File: src/rtl/brq_pkg.sv
// Shared types for the load/store unit.
//   lsu_type_e  : access width requested by ID/EX
//   lsu_state_e : bus-engine state
//   lsu_be()    : byte-enable pattern for phase A or phase B of an access
package brq_pkg;

    typedef enum logic [1:0] {
        LSU_WORD = 2'b00,
        LSU_HALF = 2'b01,
        LSU_BYTE = 2'b10
    } lsu_type_e;

    typedef enum logic [2:0] {
        IDLE          = 3'd0,
        WAIT_GNT_A    = 3'd1,
        WAIT_RVALID_A = 3'd2,
        WAIT_GNT_B    = 3'd3,
        WAIT_RVALID_B = 3'd4
    } lsu_state_e;

    // Phase B only exists for split accesses, i.e. word at off!=0 or half at
    // off==3, so its patterns cover the bytes that spilled into the next word.
    function automatic logic [3:0] lsu_be(lsu_type_e t, logic [1:0] off, logic phase_b);
        logic [3:0] be;
        be = 4'b0000;
        case (t)
            LSU_WORD: be = phase_b ? (4'b1111 >> (3'd4 - {1'b0, off})) : (4'b1111 << off);
            LSU_HALF: be = phase_b ? 4'b0001 : (4'b0011 << off);
            LSU_BYTE: be = 4'b0001 << off;
            default:  be = 4'b0000;
        endcase
        return be;
    endfunction

endpackage

File: src/rtl/brq_lsu_load_align.sv
// Load data alignment and extension (purely combinational).
//   rdata_i    : bus read data of the final phase
//   rdata_q_i  : phase A read data (used only when split_i)
//   split_i    : access was split into two bus transactions
//   off_i      : byte offset of the original address
//   type_i     : access width
//   sign_ext_i : sign-extend instead of zero-extend
//   result_o   : 32-bit register-file value
module brq_lsu_load_align
    import brq_pkg::*;
(
    input  logic [31:0] rdata_i,
    input  logic [31:0] rdata_q_i,
    input  logic        split_i,
    input  logic [1:0]  off_i,
    input  lsu_type_e   type_i,
    input  logic        sign_ext_i,
    output logic [31:0] result_o
);

    logic [63:0] wide;
    logic [31:0] raw;

    // Split: phase B word sits above phase A word; shifting the pair down
    // brings the addressed byte to bit 0.
    always_comb begin
        wide = split_i ? ({rdata_i, rdata_q_i} >> {off_i, 3'b000})
                       : ({32'd0, rdata_i}      >> {off_i, 3'b000});
        raw  = wide[31:0];
        case (type_i)
            LSU_HALF: result_o = {{16{sign_ext_i & raw[15]}}, raw[15:0]};
            LSU_BYTE: result_o = {{24{sign_ext_i & raw[7]}},  raw[7:0]};
            default:  result_o = raw;
        endcase
    end

endmodule

File: src/rtl/brq_lsu_resp_unit.sv
// Load/store bus engine with writeback response.
//   lsu_*_i          : one request from ID/EX, held until lsu_req_done_o
//   lsu_req_done_o   : grant of the final bus phase
//   busy_o           : engine not idle
//   data_*           : data-memory req/gnt/rvalid interface
//   lsu_resp_*_o     : one-cycle completion pulse and error
//   rf_we/wdata_lsu_o: load writeback
// Misaligned accesses are split into two word-aligned transactions when
// MisalignEn=1; otherwise a single aligned transaction is issued and the
// completion is flagged as an error.
module brq_lsu_resp_unit
    import brq_pkg::*;
#(
    parameter logic MisalignEn = 1'b1
) (
    input  logic        clk_i,
    input  logic        rst_i,
    input  logic        lsu_req_i,
    input  logic        lsu_we_i,
    input  lsu_type_e   lsu_type_i,
    input  logic        lsu_sign_ext_i,
    input  logic [31:0] lsu_addr_i,
    input  logic [31:0] lsu_wdata_i,
    output logic        lsu_req_done_o,
    output logic        busy_o,
    output logic        data_req_o,
    input  logic        data_gnt_i,
    output logic [31:0] data_addr_o,
    output logic        data_we_o,
    output logic [3:0]  data_be_o,
    output logic [31:0] data_wdata_o,
    input  logic        data_rvalid_i,
    input  logic        data_err_i,
    input  logic [31:0] data_rdata_i,
    output logic        lsu_resp_valid_o,
    output logic        lsu_resp_err_o,
    output logic        rf_we_lsu_o,
    output logic [31:0] rf_wdata_lsu_o
);

    lsu_state_e  state_q, state_d;
    logic        we_q, sign_q, err_q;
    lsu_type_e   type_q;
    logic [1:0]  off_q;
    logic [31:0] addr_q, wdata_q, rdata_q;

    // In IDLE the request is issued straight from the inputs; afterwards
    // everything comes from the captured copy.
    logic        idle;
    logic        cur_we, cur_sign;
    lsu_type_e   cur_type;
    logic [1:0]  cur_off;
    logic [31:0] cur_addr, cur_wdata;
    logic        misal, split;
    logic [31:0] addr_a, addr_b;
    logic [63:0] wdata_dbl;
    logic [31:0] wdata_rot;
    logic [31:0] align_res;

    assign idle      = (state_q == IDLE);
    assign cur_we    = idle ? lsu_we_i       : we_q;
    assign cur_sign  = idle ? lsu_sign_ext_i : sign_q;
    assign cur_type  = idle ? lsu_type_i     : type_q;
    assign cur_off   = idle ? lsu_addr_i[1:0] : off_q;
    assign cur_addr  = idle ? lsu_addr_i     : addr_q;
    assign cur_wdata = idle ? lsu_wdata_i    : wdata_q;

    assign misal  = ((cur_type == LSU_WORD) && (cur_off != 2'd0)) ||
                    ((cur_type == LSU_HALF) && (cur_off == 2'd3));
    assign split  = MisalignEn & misal;
    assign addr_a = {cur_addr[31:2], 2'b00};
    assign addr_b = addr_a + 32'd4;

    // Rotate left by 8*off: upper half of the doubled word after the shift.
    assign wdata_dbl = {cur_wdata, cur_wdata} << {cur_off, 3'b000};
    assign wdata_rot = wdata_dbl[63:32];

    brq_lsu_load_align u_load_align (
        .rdata_i    (data_rdata_i),
        .rdata_q_i  (rdata_q),
        .split_i    (split),
        .off_i      (cur_off),
        .type_i     (cur_type),
        .sign_ext_i (cur_sign),
        .result_o   (align_res)
    );

    always_ff @(posedge clk_i) begin
        if (rst_i) begin
            state_q <= IDLE;
            err_q   <= 1'b0;
            rdata_q <= 32'd0;
            we_q    <= 1'b0;
            sign_q  <= 1'b0;
            type_q  <= LSU_WORD;
            off_q   <= 2'd0;
            addr_q  <= 32'd0;
            wdata_q <= 32'd0;
        end else begin
            state_q <= state_d;
            if (idle && lsu_req_i) begin
                we_q    <= lsu_we_i;
                sign_q  <= lsu_sign_ext_i;
                type_q  <= lsu_type_i;
                off_q   <= lsu_addr_i[1:0];
                addr_q  <= lsu_addr_i;
                wdata_q <= lsu_wdata_i;
                err_q   <= 1'b0;
            end
            if ((state_q == WAIT_RVALID_A) && data_rvalid_i && split) begin
                rdata_q <= data_rdata_i;
                err_q   <= data_err_i;
            end
        end
    end

    logic complete;
    logic phase_b;

    always_comb begin
        state_d        = state_q;
        data_req_o     = 1'b0;
        phase_b        = 1'b0;
        lsu_req_done_o = 1'b0;
        complete       = 1'b0;
        if (rst_i) begin
            state_d = IDLE;
        end else begin
            case (state_q)
                IDLE: begin
                    if (lsu_req_i) begin
                        data_req_o     = 1'b1;
                        lsu_req_done_o = data_gnt_i & ~split;
                        state_d        = data_gnt_i ? WAIT_RVALID_A : WAIT_GNT_A;
                    end
                end
                WAIT_GNT_A: begin
                    data_req_o     = 1'b1;
                    lsu_req_done_o = data_gnt_i & ~split;
                    if (data_gnt_i) state_d = WAIT_RVALID_A;
                end
                WAIT_RVALID_A: begin
                    if (data_rvalid_i) begin
                        if (split) begin
                            // Phase B goes out in the same cycle phase A returns.
                            data_req_o     = 1'b1;
                            phase_b        = 1'b1;
                            lsu_req_done_o = data_gnt_i;
                            state_d        = data_gnt_i ? WAIT_RVALID_B : WAIT_GNT_B;
                        end else begin
                            complete = 1'b1;
                            state_d  = IDLE;
                        end
                    end
                end
                WAIT_GNT_B: begin
                    data_req_o     = 1'b1;
                    phase_b        = 1'b1;
                    lsu_req_done_o = data_gnt_i;
                    if (data_gnt_i) state_d = WAIT_RVALID_B;
                end
                WAIT_RVALID_B: begin
                    if (data_rvalid_i) begin
                        complete = 1'b1;
                        state_d  = IDLE;
                    end
                end
                default: state_d = IDLE;
            endcase
        end
    end

    assign busy_o       = ~rst_i & ~idle;
    assign data_addr_o  = data_req_o ? (phase_b ? addr_b : addr_a) : 32'd0;
    assign data_be_o    = data_req_o ? lsu_be(cur_type, cur_off, phase_b) : 4'b0000;
    assign data_we_o    = data_req_o & cur_we;
    assign data_wdata_o = data_req_o ? wdata_rot : 32'd0;

    // Unsplit misalignment (MisalignEn=0) is reported as an error at completion.
    assign lsu_resp_valid_o = complete;
    assign lsu_resp_err_o   = complete & (data_err_i | err_q | (~MisalignEn & misal));
    assign rf_we_lsu_o      = complete & ~cur_we & ~lsu_resp_err_o;
    assign rf_wdata_lsu_o   = rf_we_lsu_o ? align_res : 32'd0;

endmodule

File: config.mk
export PLATFORM = sky130hd
export DESIGN_NAME = brq_lsu_resp_unit
export DESIGN_NICKNAME = d
export VERILOG_FILES = /design/src/rtl/brq_pkg.sv /design/src/rtl/brq_lsu_load_align.sv /design/src/rtl/brq_lsu_resp_unit.sv
export SDC_FILE = /design/constraint.sdc
export NUM_CORES = 1
export LEC_CHECK = 0
export BUFFER_PORTS_ARGS = -buffer_cell sky130_fd_sc_hd__buf_2
export CAP_MARGIN = 20
export CORE_MARGIN = 1.5
export CORE_UTILIZATION = 45
export CTS_CLUSTER_SIZE = 30
export DETAILED_ROUTE_END_ITERATION = 8
export HOLD_SLACK_MARGIN = 0.08
export MAX_ROUTING_LAYER = met4
export PLACE_DENSITY = 0.69
export SKIP_CTS_REPAIR_TIMING = 1
export SYNTH_ARGS = -nofsm -noshare
export SYNTH_HDL_FRONTEND = slang
export SYNTH_SLANG_ARGS = --single-unit
File: constraint.sdc
create_clock -name clk_i -period 12.7 [get_ports clk_i]
set_input_delay 1.905 -clock clk_i [delete_from_list [all_inputs] [get_ports clk_i]]
set_output_delay 1.905 -clock clk_i [all_outputs]
set_load 0.01 [all_outputs]
==> summary.txt, run 1 <==
Run status
  – Status: complete, no violations

Global route
  – Initial antenna violation count: 4
  – GR Util All Layers: between 20 and 30%
  – Largest net degree at the start of global routing: 89
  – First-pass GRT wire length: 46.2 mm
  – Vias in the first global route: 8584
  – Remaining Overflow, GRT: 0

Worst setup path
  – CP max stage delay: around 0.62 ns
  – Critical path arrival: ~6.7 ns
  – WS Path Type: input pin to primary output
  – CP Launch Type: input pin
  – CP max stage cell: buf_4
  – CP Data Required Time: 10.80 ns
  – Worst Setup End Kind: primary output
  – Critical path cell sequence: buf_2 -> buf_4 -> mux2_2 -> buf_4 -> inv_2 -> ha_1 -> nand2b_2 -> a31oi_1 -> nor2_2 -> nand3_2 -> inv_2 -> a22o_1 -> a221oi_4 -> a311oi_1 -> buf_2
  – Maximum fanout along the worst path: 70

Timing
  – Final period utilization: 67.7%
  – RSZ-0062 raised after global routing: no
  – Setup Skew: 0.00622 ns
  – Endpoints failing hold: 0
  – Slew @ Worst Pin: 0.986 ns
  – Worst Setup Slack, final: ~4.1 ns
  – Worst rel slew slack: 34.3%
  – Max Slew Vio Count: 0
  – Post-route setup TNS: 0 ns
  – Final Critical Period: about 8.6 ns
  – Endpoints failing setup: 0
  – Fmax: around 0.12 GHz

Place
  – Post-DP HPWL: 20.9 mm
  – Setup WS pre-CTS: 4.20 ns
  – Final Wtd Congestion: 0.936
  – Number of port buffers: 210

Floorplan
  – Core area: 0.0195 sq mm
  – Io pins: 213
  – Die Span Y: approximately 140 microns
  – DIE AREA: 0.0207 sq mm
  – Die width: ~140 microns
  – Initial Util: between 40% and 50%
  – Floorplan row count: 51

Synthesis
  – Mean Syn Cell Area: 6.53 sq um
  – Main synth FF type: dfxtp_1
  – Cells after Synth: 1368
  – Area of the mapped netlist: 0.00893 sq mm
  – Sequential share of the synthesized area: 23.3%
  – Synth area leader: dfxtp_1
  – Area share of the largest cell type after synthesis: 23.3%
  – Ys async rst share: 0%
  – Ranking of synthesized cells by area: dfxtp_1, nand2_1, a21oi_1
  – Distinct cell type count after synthesis: 73
  – Synth Register Bits: around 100
  – Synthesis warning total: 0
  – Post-synth EDFFs: 0

Routing
  – Initial drt markers: 856
  – Antenna Violating Nets Remaining: 0
  – DR pass1 iterations: 6
  – Number of vias per cell: around 5.7
  – DRC: 0
  – Via count: 10060
  – Wire length per cell: 16.9 microns
  – Final WL: 29.9 mm

Clocking
  – Clk Latency, worst-skew pair: 0.37 ns
  – CTS Buf Count: 9
  – Clk pin slew, worst setup/hold paths: 0.07 ns
  – CTS tree: done
  – H-tree depth: 3
  – Worst-case clock buffer depth: 2
  – Clock Sinks: 104
  – Clock root buffer: clkbuf_16

Cells and area
  – Fin nets: ~1600
  – Fraction of layout cells with a size suffix above 1: 18.7%
  – P&R area growth vs syn: 15.5%

Pwr
  – P_leak: 0.00434 uW
  – Power Dens Cells: 122 mW/mm^2
  – Maximum VDD drop: 0.0000825 V

Flow run
  – MaxCap Viol Count: 0

Min path
  – Min-delay worst type: register to register
==> where the power goes <==
part | total [uW] | switching, uW | internal, uW
sequential | 372 | 22.9 | 349
clock | 316 | 141 | 175
combinational | 576 | 384 | 191
total | 1260 | 548 | 716
==> critical path, delay by kind of cell <==
family                   cells  cell delay (ns)
buffers and inverters        6             2.04
AO/OA/AOI/OAI                4             1.31
AND/OR/NAND/NOR              3             0.67
adder cells (fa/ha/maj)      1             0.42
multiplexers                 1             0.28
==> layout by cell type, fill, tap and decap left out, types with 10 or more instances in the layout <==
master      n
a31oi_1    10
buf_2     209
ha_1       10
nor3_1     10
a211oi_1   45
and3_1     11
a21oi_1   187
buf_4      14
mux2i_1    74
nand3_1    76
nor2b_1    37
dfxtp_1   103
nand4_1    13
nor3b_1    10
nor2_1     46
nand2_1   457
o21ai_0    16
a311oi_1   11
xnor2_1    15
==> final timing paths <==
path | start | endpoint | slack, ns | cells after the start
worst max-delay path | lsu_addr_i[0] | rf_wdata_lsu_o[23] | 4.11 | 15
worst min-delay path | addr_q[21] | addr_q[21] | 0.46 | 2
worst max register to register | state_q[0] | rdata_q[6] | 8.19 | 11
worst min register to register | addr_q[21] | addr_q[21] | 0.46 | 2
==> routing by layer <==
metal | track usage, % | wire length [microns]
met1 | 40.4 | 13700
met2 | 42.9 | 13100
met3 | 4.40 | 2480
met4 | 9.40 | 630
met5 | - | 0
==> registers in the layout, summed over array words and instances, names as in the netlist <==
signal / count
addr_q: 31
state_q: 3
wdata_q: 32
type_q: 2
off_q: 1
err_q: 1
we_q: 1
rdata_q: 32
sign_q: 1
==> cell type report <==
cell class	instances	area [sq um]
Clock buffer	9	225
Clock inverter	7	103
Sequential cell	104	2080
Fill cell	1967	9150
Tap cell	265	332
Antenna cell	4	10.0
Multi-Input combinational cell	1138	6320
Timing Repair Buffer	225	1190
Inverter	12	45.0
==> per-stage QoR <==
step	cells	instance area, sq um	util [%]	power (uW)	hold slack (ns)
floorplan	1369	8940	-	794	0.434
global placement	1741	9930	51.0	936	0.442
detailed placement	1742	9950	51.1	942	0.446
CTS	1758	10300	52.8	1260	0.457
global route	1764	10300	53.0	1340	0.471
finish	1764	10300	53.0	1260	0.456
==> logic make-up after synthesis <==
logic type | count (synthesis) | share of synthesized area, %
mux | 83 | 9.74
xor+xnor | 24 | 2.35
flops | 104 | 23.3
fa+ha+maj | 10 | 1.40
compound gates | 322 | 22.2
simple gates | 697 | 34.7
buf+inv | 127 | 6.32
other cells | 1 | 0.0420
==> cell usage after synthesis (all sizes together), types with 2 or more instances <==
| library cell | count |
|---|---|
| nand2 | 459 |
| a21oi | 188 |
| dfxtp | 104 |
| mux2i | 77 |
| nand3 | 77 |
| clkbuf | 64 |
| buf | 51 |
| nor2 | 48 |
| a211oi | 45 |
| nor2b | 37 |
| o21ai | 23 |
| nor3 | 15 |
| xnor2 | 15 |
| nand4 | 13 |
| inv | 12 |
| a311oi | 11 |
| and3 | 11 |
| a31oi | 10 |
| ha | 10 |
| nor3b | 10 |
| xor2 | 9 |
| nor4 | 8 |
| o211ai | 8 |
| a32oi | 7 |
| and2 | 5 |
| mux2 | 5 |
| nand2b | 5 |
| a21o | 4 |
| a211o | 3 |
| o221ai | 3 |
| a221oi | 2 |
| a222oi | 2 |
| a22oi | 2 |
| nor4b | 2 |
| o211a | 2 |
| o21a | 2 |
| o22ai | 2 |
| o31a | 2 |
| o31ai | 2 |
| or3 | 2 |
No activity file was read; power rests on OpenSTA's default activity.
==> run 2: changes to the inputs <==
==> constraint.sdc (replaced) <==
create_clock -name clk_i -period 8.35 [get_ports clk_i]
set_input_delay 1.2525 -clock clk_i [delete_from_list [all_inputs] [get_ports clk_i]]
set_output_delay 1.2525 -clock clk_i [all_outputs]
set_load 0.01 [all_outputs]
==> run 2 against run 1 <==
Effect of this change: utilization shrank 0.35 points; combinational power is 51% higher; critical path depth fell by 2.
==> summary.txt, run 2 (synthesized netlist as in run 1, its figures left out) <==
Routing
  – Via count: between 10000 and 15000
  – Number of vias per cell: 5.72
  – DR pass1 iterations: 5
  – Antenna Violating Nets Remaining: 0
  – DRC: 0
  – Final WL: 29.8 mm
  – Initial drt markers: approximately 870
  – Wire length per cell: 16.9 microns

Clocking
  – CTS Buf Count: 9
  – H-tree depth: 3
  – Clk pin slew, worst setup/hold paths: about 0.070 ns
  – Clock Sinks: 104
  – Clk Latency, worst-skew pair: 0.36 ns
  – Worst-case clock buffer depth: 2
  – Clock root buffer: clkbuf_16
  – CTS tree: done

Timing
  – Worst Setup Slack, final: between 2 and 2.5 ns
  – Fmax: 0.164 GHz
  – RSZ-0062 raised after global routing: no
  – Endpoints failing hold: 0
  – Final Critical Period: 6.11 ns
  – Setup Skew: 0.0102 ns
  – Endpoints failing setup: 0
  – Slew @ Worst Pin: 0.945 ns
  – Final period utilization: 73.1%
  – Post-route setup TNS: 0 ns
  – Max Slew Vio Count: 0
  – Worst rel slew slack: 37.0%

Cells and area
  – Largest registers: rdata_q: 32 flops, wdata_q: 32 flops, addr_q: 31 flops
  – P&R area growth vs syn: 14.7%
  – Commonest cells after routing, fill and taps aside: nand2_1, buf_2, a21oi_1
  – Commonest non-fill, non-tap cell in the layout: nand2_1
  – Fin nets: 1605
  – Fraction of layout cells with a size suffix above 1: 18.7%

Floorplan
  – Io pins: 213
  – Floorplan row count: 51
  – Die width: 144 microns
  – DIE AREA: 0.0207 sq mm
  – Die Span Y: approximately 140 microns
  – Core area: 0.0195 sq mm
  – Initial Util: 45.9%

Worst setup path
  – Maximum fanout along the worst path: between 50 and 60
  – WS Path Type: register to primary output
  – CP Data Required Time: roughly 7 ns
  – CP max stage delay: between 0.7 and 0.8 ns
  – Critical path arrival: 4.85 ns
  – Worst Reg2Reg Path Length in Cells: 12
  – Worst Setup End Kind: primary output
  – CP Launch Type: register
  – CP max stage cell: a221oi_4
  – Critical path cell sequence: nor3_4 -> buf_4 -> nand2_1 -> nand2_1 -> inv_1 -> ha_1 -> nand3_1 -> mux2i_2 -> a21oi_4 -> mux2i_2 -> a221oi_4 -> a311oi_1 -> buf_2

Place
  – Post-DP HPWL: around 21 mm
  – Setup WS pre-CTS: approximately 2.5 ns
  – Final Wtd Congestion: 0.973
  – Number of port buffers: 210

Flow run
  – MaxCap Viol Count: 0

Pwr
  – Maximum VDD drop: 0.000112 V
  – Power Dens Cells: 182 mW/mm^2
  – P_leak: 0.00431 uW

Global route
  – Remaining Overflow, GRT: 0
  – First-pass GRT wire length: 46.1 mm
  – Vias in the first global route: roughly 8700
  – GR Util All Layers: 28.8%
  – Largest net degree at the start of global routing: slightly below 90
  – Initial antenna violation count: 5

Min path
  – Min-delay worst type: register to register
  – Hold depth: 2

Run status
  – Status: complete, no violations
-- run 2: changes by cell type in the layout (fill, tap and decap cells not counted) --
cell | previous run | this run
buf_16 | 1 | 0
buf_4 | 14 | 15
buf_8 | 1 | 0
bufinv_16 | 2 | 0
clkbuf_8 | 0 | 1
clkinv_2 | 0 | 1
diode_2 | 4 | 5
inv_6 | 2 | 0
inv_8 | 0 | 2
-- run 2: area by class of cell --
cell class,instances,area [sq um]
Inverter,12,45.0
Antenna cell,5,12.5
Multi-Input combinational cell,1138,6320
Fill cell,1945,9220
Tap cell,265,332
Timing Repair Buffer,224,1160
Clock buffer,10,239
Sequential cell,104,2080
Clock inverter,6,52.6
-- run 2: critical path, delay by kind of cell (launching register included) --
| family | cells | cell delay, ns |
|---|---|---|
| flops | 1 | 0.56 |
| compound gates | 3 | 1.58 |
| simple gates | 4 | 0.78 |
| fa+ha+maj | 1 | 0.29 |
| mux | 2 | 0.37 |
| buf+inv | 3 | 0.89 |
-- run 2: final timing paths --
| path | to | slack, ns | from |
|---|---|---|---|
| setup reg to reg | state_q[1] | 4.59 | state_q[0] |
| setup / recovery | rf_wdata_lsu_o[23] | 2.24 | state_q[0] |
| hold reg to reg | type_q[0] | 0.45 | type_q[0] |
| hold / removal | type_q[0] | 0.45 | type_q[0] |
-- run 2: where the power goes --
part           leakage, uW  switching, uW  internal, uW
registers         0.000850           34.5           531
clock network     0.000143            213           216
logic              0.00332            581           288
total              0.00431            828          1030
-- run 2: stage by stage --
stage | area (sq um) | total power, uW | std cells | utilization, % | hold slack, ns
2_1_floorplan | 8940 | 1210 | 1369 | - | 0.434
6_report | 10200 | 1860 | 1764 | 52.6 | 0.455
3_5_place_dp | 9930 | 1430 | 1742 | 51.0 | 0.446
5_1_grt | 10200 | 1980 | 1764 | 52.6 | 0.472
4_1_cts | 10200 | 1860 | 1758 | 52.5 | 0.457
3_3_place_gp | 9930 | 1420 | 1742 | 51.0 | 0.442
-- run 2: per-layer routing --
metal	routed length, microns	track usage [%]
met3	2730	6.33
met2	13200	42.6
met4	614	8.27
met1	13200	39.2
met5	0	-
